File: config.mk
export PLATFORM = sky130hd
export DESIGN_NAME = md5_iter_engine
export DESIGN_NICKNAME = d
export VERILOG_FILES = /design/src/rtl/md5_iter_engine.sv
export SDC_FILE = /design/constraint.sdc
export NUM_CORES = 2
export LEC_CHECK = 0
export CAP_MARGIN = 20
export CORE_ASPECT_RATIO = 1.25
export CORE_UTILIZATION = 45
export CTS_CLUSTER_SIZE = 16
export DETAILED_ROUTE_END_ITERATION = 10
export HOLD_SLACK_MARGIN = 0.12
export PLACE_DENSITY_LB_ADDON = 0.25
export SLEW_MARGIN = 20
export SYNTH_ARGS = -nofsm -noshare
export SYNTH_HDL_FRONTEND = slang
export SYNTH_SLANG_ARGS = --single-unit
File: constraint.sdc
create_clock -name clk -period 22.5 [get_ports clk]
set_clock_uncertainty 0.1 [all_clocks]
set_input_delay 4.5 -clock clk [delete_from_list [all_inputs] [get_ports clk]]
set_output_delay 4.5 -clock clk [all_outputs]
set_load 0.01 [all_outputs]
File: src/rtl/md5_iter_engine.sv
// md5_iter_engine: single-block MD5 hasher with on-the-fly padding, RPC steps per clock,
// digest compare against a target latched with the candidate.
`default_nettype none

module md5_iter_engine #(
    parameter  int MAX_LEN = 16,
    parameter  int RPC     = 1,
    parameter  int TAG_W   = 32,
    localparam int LEN_W   = $clog2(MAX_LEN + 1)
) (
    input  logic                 clk,
    input  logic                 rst,
    input  logic                 in_valid,
    output logic                 in_ready,
    input  logic [8*MAX_LEN-1:0] in_guess,
    input  logic [LEN_W-1:0]     in_len,
    input  logic [TAG_W-1:0]     in_tag,
    input  logic [127:0]         in_target,
    output logic                 out_valid,
    input  logic                 out_ready,
    output logic [127:0]         out_digest,
    output logic                 out_match,
    output logic [TAG_W-1:0]     out_tag
);

    localparam logic [1:0] IDLE = 2'd0;
    localparam logic [1:0] RUN  = 2'd1;
    localparam logic [1:0] DONE = 2'd2;

    localparam logic [31:0] IV_A = 32'h67452301;
    localparam logic [31:0] IV_B = 32'hefcdab89;
    localparam logic [31:0] IV_C = 32'h98badcfe;
    localparam logic [31:0] IV_D = 32'h10325476;

    localparam logic [5:0] LAST_CNT = 6'(64 - RPC);

    localparam logic [31:0] K_TAB [0:63] = '{
        32'hd76aa478, 32'he8c7b756, 32'h242070db, 32'hc1bdceee,
        32'hf57c0faf, 32'h4787c62a, 32'ha8304613, 32'hfd469501,
        32'h698098d8, 32'h8b44f7af, 32'hffff5bb1, 32'h895cd7be,
        32'h6b901122, 32'hfd987193, 32'ha679438e, 32'h49b40821,
        32'hf61e2562, 32'hc040b340, 32'h265e5a51, 32'he9b6c7aa,
        32'hd62f105d, 32'h02441453, 32'hd8a1e681, 32'he7d3fbc8,
        32'h21e1cde6, 32'hc33707d6, 32'hf4d50d87, 32'h455a14ed,
        32'ha9e3e905, 32'hfcefa3f8, 32'h676f02d9, 32'h8d2a4c8a,
        32'hfffa3942, 32'h8771f681, 32'h6d9d6122, 32'hfde5380c,
        32'ha4beea44, 32'h4bdecfa9, 32'hf6bb4b60, 32'hbebfbc70,
        32'h289b7ec6, 32'heaa127fa, 32'hd4ef3085, 32'h04881d05,
        32'hd9d4d039, 32'he6db99e5, 32'h1fa27cf8, 32'hc4ac5665,
        32'hf4292244, 32'h432aff97, 32'hab9423a7, 32'hfc93a039,
        32'h655b59c3, 32'h8f0ccc92, 32'hffeff47d, 32'h85845dd1,
        32'h6fa87e4f, 32'hfe2ce6e0, 32'ha3014314, 32'h4e0811a1,
        32'hf7537e82, 32'hbd3af235, 32'h2ad7d2bb, 32'heb86d391
    };

    // Indexed by {round, step mod 4}.
    localparam logic [4:0] S_TAB [0:15] = '{
        5'd7, 5'd12, 5'd17, 5'd22,
        5'd5, 5'd9,  5'd14, 5'd20,
        5'd4, 5'd11, 5'd16, 5'd23,
        5'd6, 5'd10, 5'd15, 5'd21
    };

    function automatic logic [31:0] bswap(input logic [31:0] x);
        return {x[7:0], x[15:8], x[23:16], x[31:24]};
    endfunction

    logic [1:0]         state;
    logic [5:0]         cnt;
    logic [31:0]        a, b, c, d;
    logic [15:0][31:0]  msg;
    logic [TAG_W-1:0]   tag_q;
    logic [127:0]       target_q;

    logic [LEN_W-1:0]   len_c;
    logic [31:0]        len32;
    logic [55:0][7:0]   msg_byte;
    logic [15:0][31:0]  msg_in;

    assign len_c  = (in_len > LEN_W'(MAX_LEN)) ? LEN_W'(MAX_LEN) : in_len;
    assign len32  = 32'(len_c);

    // Packed byte 0 lands in the low bits of word 0, giving little-endian words directly.
    for (genvar i = 0; i < 56; i++) begin : g_byte
        if (i < MAX_LEN) begin : g_guess
            assign msg_byte[i] = (len32 > 32'(i)) ? in_guess[8*(MAX_LEN-1-i) +: 8] :
                                 (len32 == 32'(i)) ? 8'h80 : 8'h00;
        end else begin : g_pad
            assign msg_byte[i] = (len32 == 32'(i)) ? 8'h80 : 8'h00;
        end
    end

    assign msg_in = {32'h0, len32[28:0], 3'b000, msg_byte};

    logic [31:0] na, nb, nc, nd;
    logic [31:0] fn, sum, rot, tmp;
    logic [5:0]  j;
    logic [3:0]  idx;
    logic [4:0]  sh;

    always_comb begin
        na  = a;
        nb  = b;
        nc  = c;
        nd  = d;
        fn  = '0;
        sum = '0;
        rot = '0;
        tmp = '0;
        j   = '0;
        idx = '0;
        sh  = '0;
        for (int k = 0; k < RPC; k++) begin
            j = cnt + 6'(k);
            case (j[5:4])
                2'd0: begin fn = (nb & nc) | (~nb & nd); idx = j[3:0];                end
                2'd1: begin fn = (nb & nd) | (nc & ~nd); idx = j[3:0] * 4'd5 + 4'd1; end
                2'd2: begin fn = nb ^ nc ^ nd;           idx = j[3:0] * 4'd3 + 4'd5; end
                default: begin fn = nc ^ (nb | ~nd);     idx = j[3:0] * 4'd7;        end
            endcase
            sh  = S_TAB[{j[5:4], j[1:0]}];
            sum = na + fn + msg[idx] + K_TAB[j];
            rot = (sum << sh) | (sum >> (6'd32 - {1'b0, sh}));
            tmp = nd;
            nd  = nc;
            nc  = nb;
            nb  = nb + rot;
            na  = tmp;
        end
    end

    logic [127:0] digest_c;
    assign digest_c = {bswap(na + IV_A), bswap(nb + IV_B), bswap(nc + IV_C), bswap(nd + IV_D)};

    assign in_ready  = (state == IDLE) && !rst;
    assign out_valid = (state == DONE);

    always_ff @(posedge clk or posedge rst) begin
        if (rst) begin
            state      <= IDLE;
            cnt        <= '0;
            a          <= '0;
            b          <= '0;
            c          <= '0;
            d          <= '0;
            msg        <= '0;
            tag_q      <= '0;
            target_q   <= '0;
            out_digest <= '0;
            out_match  <= 1'b0;
            out_tag    <= '0;
        end else begin
            case (state)
                IDLE: begin
                    if (in_valid) begin
                        msg      <= msg_in;
                        tag_q    <= in_tag;
                        target_q <= in_target;
                        a        <= IV_A;
                        b        <= IV_B;
                        c        <= IV_C;
                        d        <= IV_D;
                        cnt      <= '0;
                        state    <= RUN;
                    end
                end
                RUN: begin
                    a   <= na;
                    b   <= nb;
                    c   <= nc;
                    d   <= nd;
                    cnt <= cnt + 6'(RPC);
                    if (cnt == LAST_CNT) begin
                        out_digest <= digest_c;
                        out_match  <= (digest_c == target_q);
                        out_tag    <= tag_q;
                        state      <= DONE;
                    end
                end
                DONE: begin
                    if (out_ready) begin
                        state <= IDLE;
                    end
                end
                default: state <= IDLE;
            endcase
        end
    end

endmodule

`default_nettype wire

# After elaboration in Yosys (flattened, before gate mapping)
# Memories as Yosys holds them, arrays and structs flattened.
# Index checks and enable logic that the tools add are counted.
[op_classes] muxes=71 n_shift=2 eq_ne=40 mul=3 bitwise=15 add_sub_neg=12 n_lt_le_gt_ge=20 n_reduce_logical=10
[op_table] op="$mux 8" n=48
[op_table] op="$pmux 32 s2" n=4
[op_table] op="$mux 32" n=7
[op_table] op="$add 32x32->32" n=4
[op_table] op="$and 32x32->32" n=4
[op_table] op="$bmux 32 s4" n=1
[op_table] op="$eq 128x128->1" n=1
[op_table] op="$or 32x32->32" n=4
[op_table] op="$pmux 32 s3" n=1
[op_table] op="$xor 32x32->32" n=3
[op_table] op="$eq 5x5->1 const B" n=16
[op_table] op="$add 32x32->32 const B" n=2
[op_table] op="$not 32->32" n=2
[op_table] op="$eq 5x4->1 const B" n=8
[op_table] op="$gt 5x4->1 const B" n=8
[op_table] op="$add 32x29->32 const B" n=1
[op_table] op="$add 32x31->32 const B" n=1
[op_table] op="$logic_not 32->1" n=1
[op_table] op="$shl 32x5->32" n=1
[op_table] op="$shr 32x6->32" n=1
[op_table] op="$eq 5x3->1 const B" n=4
[op_table] op="$gt 5x3->1 const B" n=4
[op_table] op="$mux 5" n=3
[op_table] op="$pmux 4 s3" n=1
[op_table] op="31 further kinds" n=43
[word_totals] mem_count=2 out_inout_bits=163 reg_bits=718 romBits=2128
[mem_list] memory="(no name shown)" words=64 word_bits=32 rd=1 rd_ports_with_merged_regs=0 write_ports=0 line="122" source="sum = na + fn + msg[idx] + K_TAB[j];"
[mem_list] memory="(no name shown)" words=16 word_bits=5 rd=1 rd_ports_with_merged_regs=0 write_ports=0 line="121" source="sh = S_TAB[{j[5:4], j[1:0]}];"

# Depth between registers and ports, before layout
[logic_depth] word_depth=12 depth_mapped=51 mapped_depth_nobuf=45

# Least setup slack after synthesis
# Ideal clock, no wire load.
[synth_path] path_kind="flip-flop to flip-flop" start="register cnt[2]" end="register out_match" path_slack_ps=10381 setup_ps=95 t_arrival_ps=11923 path_stages_with_launch=43 path_cell_list="dfrtp_1 clkbuf_1 inv_1 clkbuf_1 clkbuf_1 fa_1 ha_1 mux2_2 a21oi_1 and4b_1 a22o_1 fa_1 inv_1 fa_1 inv_1 ha_1 o211ai_1 o21ai_1 [7 not listed] o21a_1 mux2i_1 nor2_1 o32a_1 fa_1 nand2b_2 a21oi_4 a221oi_1 o221a_4 a311o_4 o211a_4 o2111ai_2 and4b_4 xnor2_2 xnor2_1 or4_1 or4b_1 o31ai_1"
[synth_between] elab_chain_len=12 elab_cells_between_ends=22
[synth_rtl] item="start, declared" line="69" source="logic [5:0] cnt;"
[synth_rtl] item="start signal, assigned" line="172" source="cnt <= cnt + 6'(RPC);"
[synth_rtl] item="$mul 4x2->4 / $mul 4x3->4 (equally long branches)" line="118, 117"
[synth_rtl] item="$add 4x3->4 / $add 4x1->4 (equally long branches)" line="118, 117"
[synth_rtl] item="$pmux 4 s3" line="115" source="case (j[5:4])"
[synth_rtl] item="$bmux 32 s4" line="122"
[synth_rtl] item="$mux 32 (not written as such)" line="122"
[synth_rtl] item="$add 32x32->32 (2 in a row)" line="122"
[synth_rtl] item="$shr 32x6->32 / $shl 32x5->32 (equally long branches)" line="123" source="rot = (sum << sh) | (sum >> (6'd32 - {1'b0, sh}));"
[synth_rtl] item="$or 32x32->32" line="123"
[synth_rtl] item="$add 32x32->32" line="127" source="nb = nb + rot;"
[synth_rtl] item="$add 32x32->32" line="133" source="assign digest_c = {bswap(na + IV_A), bswap(nb + IV_B), bswap(nc + IV_C), bswap(nd + IV_D)};"
[synth_rtl] item="$eq 128x128->1" line="175" source="out_match <= (digest_c == target_q);"
[synth_rtl] item="end signal, assigned" line="175"
[synth_rtl] item="end, declared" line="22" source="output logic out_match,"
# Parallel ways exist; a longest one is shown, timed or not. The select of a mux whose other input is x is not followed.
# A chain may end at the register's enable or synchronous reset.

# Worst setup path after layout
[layout_path] start="register cnt[5]" end="register out_match"
[layout_between] elab_chain_len=11 elab_cells_between_ends=27
[layout_rtl] item="parallel branches: the longest is 11 deep, another holds $add 32x32->32"
# Parallel ways; which one is timed is not known. The select of a mux whose other input is x is not followed.

==> summary.md <==
| Metric | Value |
|---|---|
| Hold buffer count at CTS | `0` |
| Critical path startpoint | `cnt[5]` |
| Gr ovfl total | `0` |
| Vias in the first global route | `40380` |
| Minimum clock period | `13.80 ns` |
| Num ports | `460` |
| Area leader, netlist | `dfrtp_1` |
| Routability Congestion | `1.000` |
| Distinct cell type count after synthesis | `114` |
| Core box area | `94910 um^2` |
| Post-synth EDFFs | `0` |
| Area Growth Syn to Fin | `18.09%` |
| Die width | `279.3 um` |
| Synth Area in XOR/XNOR | `7.460%` |
| Endpoint, Worst Hold | `msg[125]` |
| Fin crit share | `61.34%` |
| Status | `finished, final reports clean` |
| Initial antenna violation count | `7` |
| Achievable Freq | `72.46 MHz` |
| Simple-gate share of the synthesized area | `20.66%` |
| Detailed Routing Iterations Pass 1 | `8` |
| Worst reg-to-reg path cell count | `38` |
| Worst EP required | `22.96 ns` |
| Sequential fraction of the synthesis area | `35.06%` |
| Cell count after synthesis | `5305` |
| Die Height | `348.6 um` |
| Slowest CP cell | `a2111oi_0` |
| R2R Path End | `out_match` |
| CTS HTree Levels | `3` |
| Via count | `41870` |
| CTS tree | `done` |
| Crit path kind | `register to register` |
| Adder-cell area share of the yosys netlist | `6.173%` |
| Total Nets Final | `5961` |
| Worst Path Arrival | `14.26 ns` |
| Num Clock Sinks | `606` |
| Antenna-violating nets left | `0` |
| Longest Clk Path Bufs | `3` |
| R2R Path Start | `cnt[5]` |
| Layout cells sized above 1 | `6.293%` |
| Num CTS Buffers | `69` |
| Starting Density | `45.58%` |
| Final WL | `176100 um` |
| Fin. Hold Viols | `0` |
| Tot GR Track Use | `35.71%` |
| Critical path fanouts, max | `58` |
| Post-synthesis cell area | `43260 um^2` |
| Yosys warning count | `0` |
| Async S/R FF share, synth | `100.0%` |
| Cts repair resizes | `0` |
| Synth Flop Type | `dfrtp_1` |
| Clock insertion delay at the later pin of the skew report | `0.66 ns` |
| Largest net degree at the start of global routing | `189` |
| Layout fillers | `8990` |
| Worst-Margin Slew | `1.129 ns` |
| Compound-cell area share of the yosys netlist | `21.39%` |
| Max-slew violations | `0` |
| DRC errors left | `0` |
| Reported max-cap violation count | `0` |
| TNS Setup | `0 ns` |
| Syn Nets | `5774` |
| CTS root buf | `clkbuf_16` |
| Finished Layout Cells | `6831` |
| Syn Area/Cell | `8.154 um^2` |
| Core Util, Final | `53.82%` |
| Hold Startpoint | `msg[125]` |
| Largest family of logic cells by synthesized area | `compound AO/OA/AOI/OAI gates` |
| Most frequent cell after synthesis | `nand2_1` |
| Clock slew at reported path FFs | `0.06 ns` |
| Design area | `51080 um^2` |
| Dpl cell area | `48590 um^2` |
| Relative slew slack | `24.74%` |
| HP Class | `register to register` |
| FF+latch count, synth | `606` |
| I/O Buffers | `459` |
| First-pass GRT wire length | `261500 um` |
| Critical Path Max Stage Delay | `0.86 ns` |
| Startpoint class of the critical path | `register` |
| Setup bufs post-CTS | `0` |
| Detailed Place HPWL | `131100 um` |
| Top cells by area, synth | `dfrtp_1 (35%), nand2_1 (10%), o21ai_0 (5.1%)` |
| Iter 0 DRT Violations | `4493` |
| Row count | `126` |
| Reg2Reg Setup Slack | `8.70 ns` |
| RSZ-0062 raised after global routing | `false` |
| Yosys top cell area share | `35.06%` |
| Final setup fails | `0` |
| Dpl cells | `6701` |
| Area of the die | `97370 um^2` |
| Mux cell area share after synthesis | `4.377%` |
| Routed WL per cell | `25.78 um` |
| WHS Path Cells | `2` |
| List of most frequent post-synthesis cells | `nand2_1 (1192), dfrtp_1 (606), o21ai_0 (441), nor2_1 (387), clkbuf_1 (343)` |
| Crit. End Element | `register` |
| Vias per cell | `6.130` |
flip-flops by register name, indices dropped and copies added, names as in the netlist:
register / count
tag_q: 32
out_tag: 32
c: 32
d: 32
out_digest: 128
msg: 149
out_match: 1
b: 32
cnt: 6
a: 32
target_q: 128
state: 2
through the flow:
step	setup slack (ns)	hold WS (ns)
after floorplan	0.9350	0.3334
after global placement	9.191	0.3455
after detailed placement	8.991	0.3524
after CTS	8.939	0.3640
after global routing	7.888	0.3889
final	8.699	0.3603
logic make-up (layout without fill, tap and decap cells):
kind of cell | after synthesis | count (layout)
compound gates | 1430 | 1430
xor+xnor | 347 | 347
buf+inv | 553 | 794
other cells | 0 | 5
mux | 123 | 123
flops | 606 | 606
simple gates | 2074 | 2074
fa+ha+maj | 172 | 172
worst max path at each step:
stage | slack (ns) | cells past startpoint | endpoint
after CTS | 8.94 | 38 | out_match
after global routing | 7.89 | 37 | out_match
after floorplan | 0.93 | 1 | a[0]
final | 8.70 | 38 | out_match
after detailed placement | 8.99 | 38 | out_match
after global placement | 9.19 | 35 | out_match
layer usage:
| metal | track usage [%] | vias to the layer above | share of wire [%] |
|---|---|---|---|
| met3 | 6.587 | 450 | 8.2 |
| met4 | 18.40 | 2 | 5.6 |
| li1 | - | 18840 | - |
| met2 | 57.83 | 2080 | 47 |
| met5 | 0 | - | 0.0074 |
| met1 | 45.45 | 20500 | 39 |
area by class of cell:
cell class	instances	area [um^2]	share of cell area [%]
Inverter	138	525.5	1.029
Sequential cell	606	15180	29.71
Multi-Input combinational cell	4146	26120	51.13
Timing Repair Buffer	531	5174	10.13
Antenna cell	5	12.51	0.02450
Clock buffer	99	2021	3.956
Clock inverter	26	449.2	0.8794
Tap cell	1280	1602	3.135
worst max-delay path: cells and delay by family (launching register included):
| family | cells | cell delay [ns] |
|---|---|---|
| and+or+nand+nor | 8 | 2.26 |
| muxes | 3 | 1.26 |
| DFF | 1 | 0.79 |
| xor gates and xnor gates | 2 | 0.65 |
| AOI/OAI and AO/OA | 17 | 5.43 |
| buffers and inverters | 4 | 1.33 |
| adders and majority gates | 4 | 1.77 |
layout by cell type, fill, tap and decap left out, drive strengths merged, types with 52 or more instances in the layout:
cell | netlist | final
nand2 | 1193 | 1193
dfrtp | 606 | 606
o21ai | 465 | 465
clkdlybuf4s50 | 0 | 459
nor2 | 387 | 387
a21oi | 328 | 328
xnor2 | 231 | 231
inv | 136 | 137
nand3 | 124 | 124
xor2 | 107 | 107
a22o | 105 | 105
ha | 103 | 103
clkbuf | 343 | 99
a31oi | 81 | 81
nor3 | 79 | 79
buf | 72 | 72
fa | 69 | 69
a211oi | 64 | 64
mux2i | 62 | 62
and2 | 58 | 58
mux4 | 52 | 52
Power is left out: the tool's default activity adds up to more than one toggle a clock period on the data nets, which glitch-free logic cannot reach.
